==> src/rtl/fetch_queue_unit.sv <==
// Instruction-fetch front end: owns the PC, issues word-aligned reads to a
// one-cycle-latency instruction memory and queues returned words for decode.
module fetch_queue_unit #(
    parameter int                ADDR_W   = 8,
    parameter int                DEPTH    = 4,
    parameter logic [ADDR_W-1:0] RESET_PC = {ADDR_W{1'b0}}
) (
    input  logic              clk,
    input  logic              rst,
    output logic              imem_req,
    output logic [ADDR_W-1:0] imem_addr,
    input  logic [31:0]       imem_rdata,
    input  logic              redirect_valid,
    input  logic [ADDR_W-1:0] redirect_pc,
    output logic              dec_valid,
    input  logic              dec_ready,
    output logic [ADDR_W-1:0] dec_pc,
    output logic [31:0]       dec_instr,
    output logic [4:0]        dec_rd,
    output logic [4:0]        dec_rs1,
    output logic [4:0]        dec_rs2
);

    localparam int PTR_W = (DEPTH > 1) ? $clog2(DEPTH) : 1;
    localparam int CNT_W = $clog2(DEPTH + 1);

    localparam logic [PTR_W-1:0]  PTR_ONE   = PTR_W'(1'b1);
    localparam logic [CNT_W-1:0]  CNT_ONE   = CNT_W'(1'b1);
    localparam logic [CNT_W:0]    DEPTH_C   = (CNT_W + 1)'(DEPTH);
    localparam logic [ADDR_W-1:0] ADDR_FOUR = ADDR_W'(3'd4);

    logic [ADDR_W-1:0] fetch_pc_r;
    logic [ADDR_W-1:0] inflight_pc_r;
    logic              inflight_r;
    logic              kill_r;
    logic [PTR_W-1:0]  rd_ptr_r;
    logic [PTR_W-1:0]  wr_ptr_r;
    logic [CNT_W-1:0]  count_r;
    logic [ADDR_W-1:0] pc_mem_r    [DEPTH];
    logic [31:0]       instr_mem_r [DEPTH];

    logic              credit_s;
    logic              issue_s;
    logic              push_s;
    logic              pop_s;
    logic              full_s;
    logic [ADDR_W-1:0] head_pc_s;
    logic [31:0]       head_instr_s;

    // Occupancy counts the outstanding response so the queue can never overflow.
    assign credit_s  = ({1'b0, count_r} + {{CNT_W{1'b0}}, inflight_r}) < DEPTH_C;
    assign issue_s   = !rst && !redirect_valid && credit_s;
    assign push_s    = inflight_r && !kill_r && !redirect_valid;
    assign dec_valid = !rst && (count_r != {CNT_W{1'b0}});
    assign pop_s     = dec_valid && dec_ready && !redirect_valid;
    assign full_s    = (count_r == DEPTH_C[CNT_W-1:0]);

    assign imem_req  = issue_s;
    assign imem_addr = fetch_pc_r;

    assign head_pc_s    = pc_mem_r[rd_ptr_r];
    assign head_instr_s = instr_mem_r[rd_ptr_r];

    // PC, in-flight tracking and queue bookkeeping; redirect outranks push/pop.
    always_ff @(posedge clk) begin
        if (rst) begin
            fetch_pc_r    <= {RESET_PC[ADDR_W-1:2], 2'b00};
            inflight_pc_r <= {ADDR_W{1'b0}};
            inflight_r    <= 1'b0;
            kill_r        <= 1'b0;
            rd_ptr_r      <= {PTR_W{1'b0}};
            wr_ptr_r      <= {PTR_W{1'b0}};
            count_r       <= {CNT_W{1'b0}};
        end else if (redirect_valid) begin
            fetch_pc_r    <= {redirect_pc[ADDR_W-1:2], 2'b00};
            inflight_r    <= 1'b0;
            kill_r        <= 1'b1;
            rd_ptr_r      <= {PTR_W{1'b0}};
            wr_ptr_r      <= {PTR_W{1'b0}};
            count_r       <= {CNT_W{1'b0}};
        end else begin
            kill_r     <= 1'b0;
            inflight_r <= issue_s;
            if (issue_s) begin
                fetch_pc_r    <= fetch_pc_r + ADDR_FOUR;
                inflight_pc_r <= fetch_pc_r;
            end else begin
                fetch_pc_r    <= fetch_pc_r;
                inflight_pc_r <= inflight_pc_r;
            end
            if (push_s) begin
                wr_ptr_r <= wr_ptr_r + PTR_ONE;
            end else begin
                wr_ptr_r <= wr_ptr_r;
            end
            if (pop_s) begin
                rd_ptr_r <= rd_ptr_r + PTR_ONE;
            end else begin
                rd_ptr_r <= rd_ptr_r;
            end
            case ({push_s, pop_s})
                2'b10:   count_r <= count_r + CNT_ONE;
                2'b01:   count_r <= count_r - CNT_ONE;
                default: count_r <= count_r;
            endcase
        end
    end

    // Queue payload storage; only entries below count are ever observed.
    always_ff @(posedge clk) begin
        if (!rst && push_s) begin
            pc_mem_r[wr_ptr_r]    <= inflight_pc_r;
            instr_mem_r[wr_ptr_r] <= imem_rdata;
        end
    end

    // Empty queue or reset presents zeros rather than stale entries.
    always_comb begin
        dec_pc    = {ADDR_W{1'b0}};
        dec_instr = 32'd0;
        if (dec_valid) begin
            dec_pc    = head_pc_s;
            dec_instr = head_instr_s;
        end else begin
            dec_pc    = {ADDR_W{1'b0}};
            dec_instr = 32'd0;
        end
    end

    assign dec_rd  = dec_instr[11:7];
    assign dec_rs1 = dec_instr[19:15];
    assign dec_rs2 = dec_instr[24:20];

    fetch_queue_unit_chk u_chk (
        .clk  (clk),
        .rst  (rst),
        .push (push_s),
        .full (full_s)
    );

endmodule

// Invariant checker: the credit scheme must never deliver into a full queue.
module fetch_queue_unit_chk (
    input logic clk,
    input logic rst,
    input logic push,
    input logic full
);

    // A push into a full queue would overwrite an undelivered instruction.
    always_ff @(posedge clk) begin
        if (!rst) begin
            assert (!(push && full)) else $error("fetch queue overflow");
        end
    end

endmodule
==> config.mk <==
export PLATFORM = sky130hd
export DESIGN_NAME = fetch_queue_unit
export DESIGN_NICKNAME = d
export VERILOG_FILES = /design/src/rtl/fetch_queue_unit.sv
export SDC_FILE = /design/constraint.sdc
export NUM_CORES = 1
export LEC_CHECK = 0
export CORE_ASPECT_RATIO = 0.6
export CORE_MARGIN = 1
export CORE_UTILIZATION = 53
export DETAILED_ROUTE_END_ITERATION = 10
export PLACE_DENSITY_LB_ADDON = 0.15
export SLEW_MARGIN = 25
export SYNTH_ARGS = -nofsm -noshare
export SYNTH_HDL_FRONTEND = slang
export SYNTH_SLANG_ARGS = --single-unit
==> constraint.sdc <==
create_clock -name clk -period 2.9 [get_ports clk]
set_clock_uncertainty 0.05 [all_clocks]
set_input_delay 0.58 -clock clk [delete_from_list [all_inputs] [get_ports clk]]
set_output_delay 0.58 -clock clk [all_outputs]
set_load 0.01 [all_outputs]
==> reports/summary.txt <==
Post-route DRC - 0
R2R Path End - count_r[2]$_SDFFE_PP0P_
First-pass GRT wire length - 20380 um
Iteration-0 DRC Markers - 278
Final ANT Viol Nets - 0
Syn Inst Count - 391
CP Class - flop to output port
Post-synth EDFFs - 152
Min Tclk post-route - 2.826 ns
Routed length per instance - 19.44 um
Antenna fix cells - 0
Post-synth top area share - 0.6540
Pleak - 0.003136 uW
Final Max Tran Viols - 0
Overall routing resource usage - 0.2086
Die height - 90.89 um
Rel. slew slack - 0.6553
Pin count of the biggest net entering global routing - 40
Core Region - 0.01285 mm^2
H-tree levels - 4
Post-DP HPWL - 8025 um
Vias in the first global route - 3842
RSZ-0062 raised after global routing - yes
Worst-skew pair later-pin latency - 0.42 ns
Post-placement cell area - 0.008222 mm^2
I/O pins - 109
# port buffers - 102
Async SR Flop Fraction - 0
Final-stage net count - 552
Synth warn - 0
Vias post-DR - 3806
Synthesized area per cell - 17.85 um^2
CP Max Fanout - 14
Most frequent cell after synthesis - edfxtp_1
Starting Density - 0.5430
Worst Reg2Reg Path Length in Cells - 7
GRT overflow - 0
Hold Buf Count CTS - 0
Dpl cells - 648
Slew at the pin with the worst max-slew slack - 0.5160 ns
Startpoint Class - flop
Power density over the cells - 570.3 mW/mm^2
Synth Register Bits - 175
Final period utilization - 0.9743
Yosys cell types - 39
Non-filler cells, final - 684
R2R setup slack - 0.60 ns
Via density - 5.564
Sequential area share after synthesis - 0.7200
Top post-synthesis cells by area - edfxtp_1, mux4_2, dfxtp_1, and2_1, buf_4
Most used DFF post-synth - edfxtp_1
Post-synthesis to final-layout area growth - 27.63%
Fmax - 0.3539 GHz
Worst Hold Launch - rd_ptr_r[1]$_SDFFE_PP0P_
Most common library cells after synthesis - edfxtp_1, and2_1, mux4_2
Worst hold slack - 0.4360 ns
Met2 wire len - 6441 um
Final hold vios - 0
Fillers - 848
Initial antenna violation count - 1
Iteration count of the initial detailed-routing pass - 4
WL met3 - 932 um
Clock Tree Buf Depth - 2
Worst-case vdd ir drop - 0.0004795 V
Cell area after layout - 0.008907 mm^2
Wl on met1 - 5797 um
Min-Delay Path Depth - 2
Post-Syn Area - 0.006979 mm^2
Reg clk slew, reported paths - 0.07 ns
Arrival time worst endpoint - 2.20 ns
Final GP Congestion - 0.7751
Final Routed Wirelength - 13300 um
CP Capture Type - output port
CTS tree - built
Die extent in x - 150.1 um
Layout cell share with drive strength beyond 1 - 0.2023
Outcome - finished clean
Worst Path Required - 2.27 ns
Top sig layer - met4
HP Class - flop to flop
Die Area - 0.01365 mm^2
# rows - 32
R2r startpoint - inflight_r$_SDFF_PP0_
Clock Sinks - 175
Root buffer cell - clkbuf_16
Setup violators final - 0
Area leader, netlist - edfxtp_1
TritonCTS buffer count - 17
Maxcap violations - 0
==> worst max-delay path by stage <==
| stage | start | to | slack (ns) | cells after the start |
|---|---|---|---|---|
| global placement | rst | dec_instr[1] | 0.05 | 5 |
| floorplan | flop | dec_rs1[1] | 0.51 | 5 |
| CTS | flop | dec_instr[29] | 0.006 | 4 |
| global route | flop | dec_rs2[3] | -0.005 | 4 |
| detailed placement | rst | count_r[2]$_SDFFE_PP0P_ | -0.002 | 9 |
| finish | flop | dec_instr[3] | 0.07 | 4 |
==> layout by cell type, fill, tap and decap left out, types with 5 or more instances in the layout <==
cell and instances:
clkdlybuf4s50_1 82, o21ai_0 9, mux4_2 38, nand3_1 10, dlygate4sd2_1 5, buf_4 19
and2_1 40, edfxtp_1 152, ha_1 6, dlymetal6s2s_1 15, dfxtp_1 21, nor2_1 10
a21oi_1 11, clkbuf_16 18, inv_6 5
==> cell type report <==
class / instances / area, um^2 / share of cell area
clock buffers: 18 / 429.2 / 0.04818
clock inverters: 14 / 130.1 / 0.01461
inverters: 5 / 18.77 / 0.002107
multi-input cells: 174 / 1743 / 0.1957
flip-flops and latches: 175 / 5030 / 0.5647
well taps: 170 / 212.7 / 0.02388
repair buffers: 128 / 1344 / 0.1509
==> layer usage <==
metal	global-route usage	vias to the layer above
li1	-	1736
met1	0.2888	1928
met2	0.3191	129
met3	0.04596	13
met4	0.09512	0
met5	0	-
==> per-stage QoR <==
| stage | util | TNS, ns | worst slack (ns) | total power (uW) |
|---|---|---|---|---|
| final | 0.6930 | 0 | 0.07443 | 5079 |
| after global routing | 0.6930 | -0.009114 | -0.004853 | 5210 |
| after CTS | 0.6864 | 0 | 0.005702 | 5115 |
| after detailed placement | 0.6397 | -0.002458 | -0.002458 | 3003 |
| after global placement | 0.6397 | 0 | 0.05320 | 2997 |
| after floorplan | - | 0 | 0.5129 | 2887 |
==> state kept, by name, summed over array words and instances (netlist names), named ones only <==
signal / flops
pc_mem_r: 24
count_r: 3
inflight_r: 1
rd_ptr_r: 2
kill_r: 1
wr_ptr_r: 2
inflight_pc_r: 6
instr_mem_r: 128
imem_addr: 6
==> what timing repair did <==
| item | in CTS | in global routing |
|---|---|---|
| setup buffers | 1 | 1 |
| pin swaps | 0 | 0 |
| gates resized for setup | 7 | 18 |
| cloned | 1 | 1 |
| hold endpoints to repair | 0 | 0 |
| setup endpoints to repair | 50 | 27 |
==> power breakdown <==
group          total [uW]  leakage (uW)  internal [uW]  switching (uW)
combinational         186       0.00133            103            82.8
sequential           2770       0.00154           2750            16.4
clock                2130      0.000262           1190             935
total                5080       0.00314           4040            1030
==> critical path, cell delays in order (launching register included) <==
cell and delay, ns:
dfxtp_4 0.42, buf_12 0.19, mux4_2 0.50, and2_1 0.18
clkdlybuf4s50_1 0.48
==> cell families (layout without fill, tap and decap cells) <==
| logic type | after synthesis | count (layout) | synth area share |
|---|---|---|---|
| and+or+nand+nor | 84 | 84 | 0.06884 |
| muxes | 40 | 40 | 0.1255 |
| AOI/OAI and AO/OA | 36 | 36 | 0.03245 |
| adders and majority gates | 7 | 7 | 0.01362 |
| buffers and inverters | 45 | 165 | 0.03531 |
| DFF | 175 | 175 | 0.7200 |
| other | 1 | 4 | 0.0005373 |
| xor gates and xnor gates | 3 | 3 | 0.003765 |
Power figures use the tool's default switching activity.
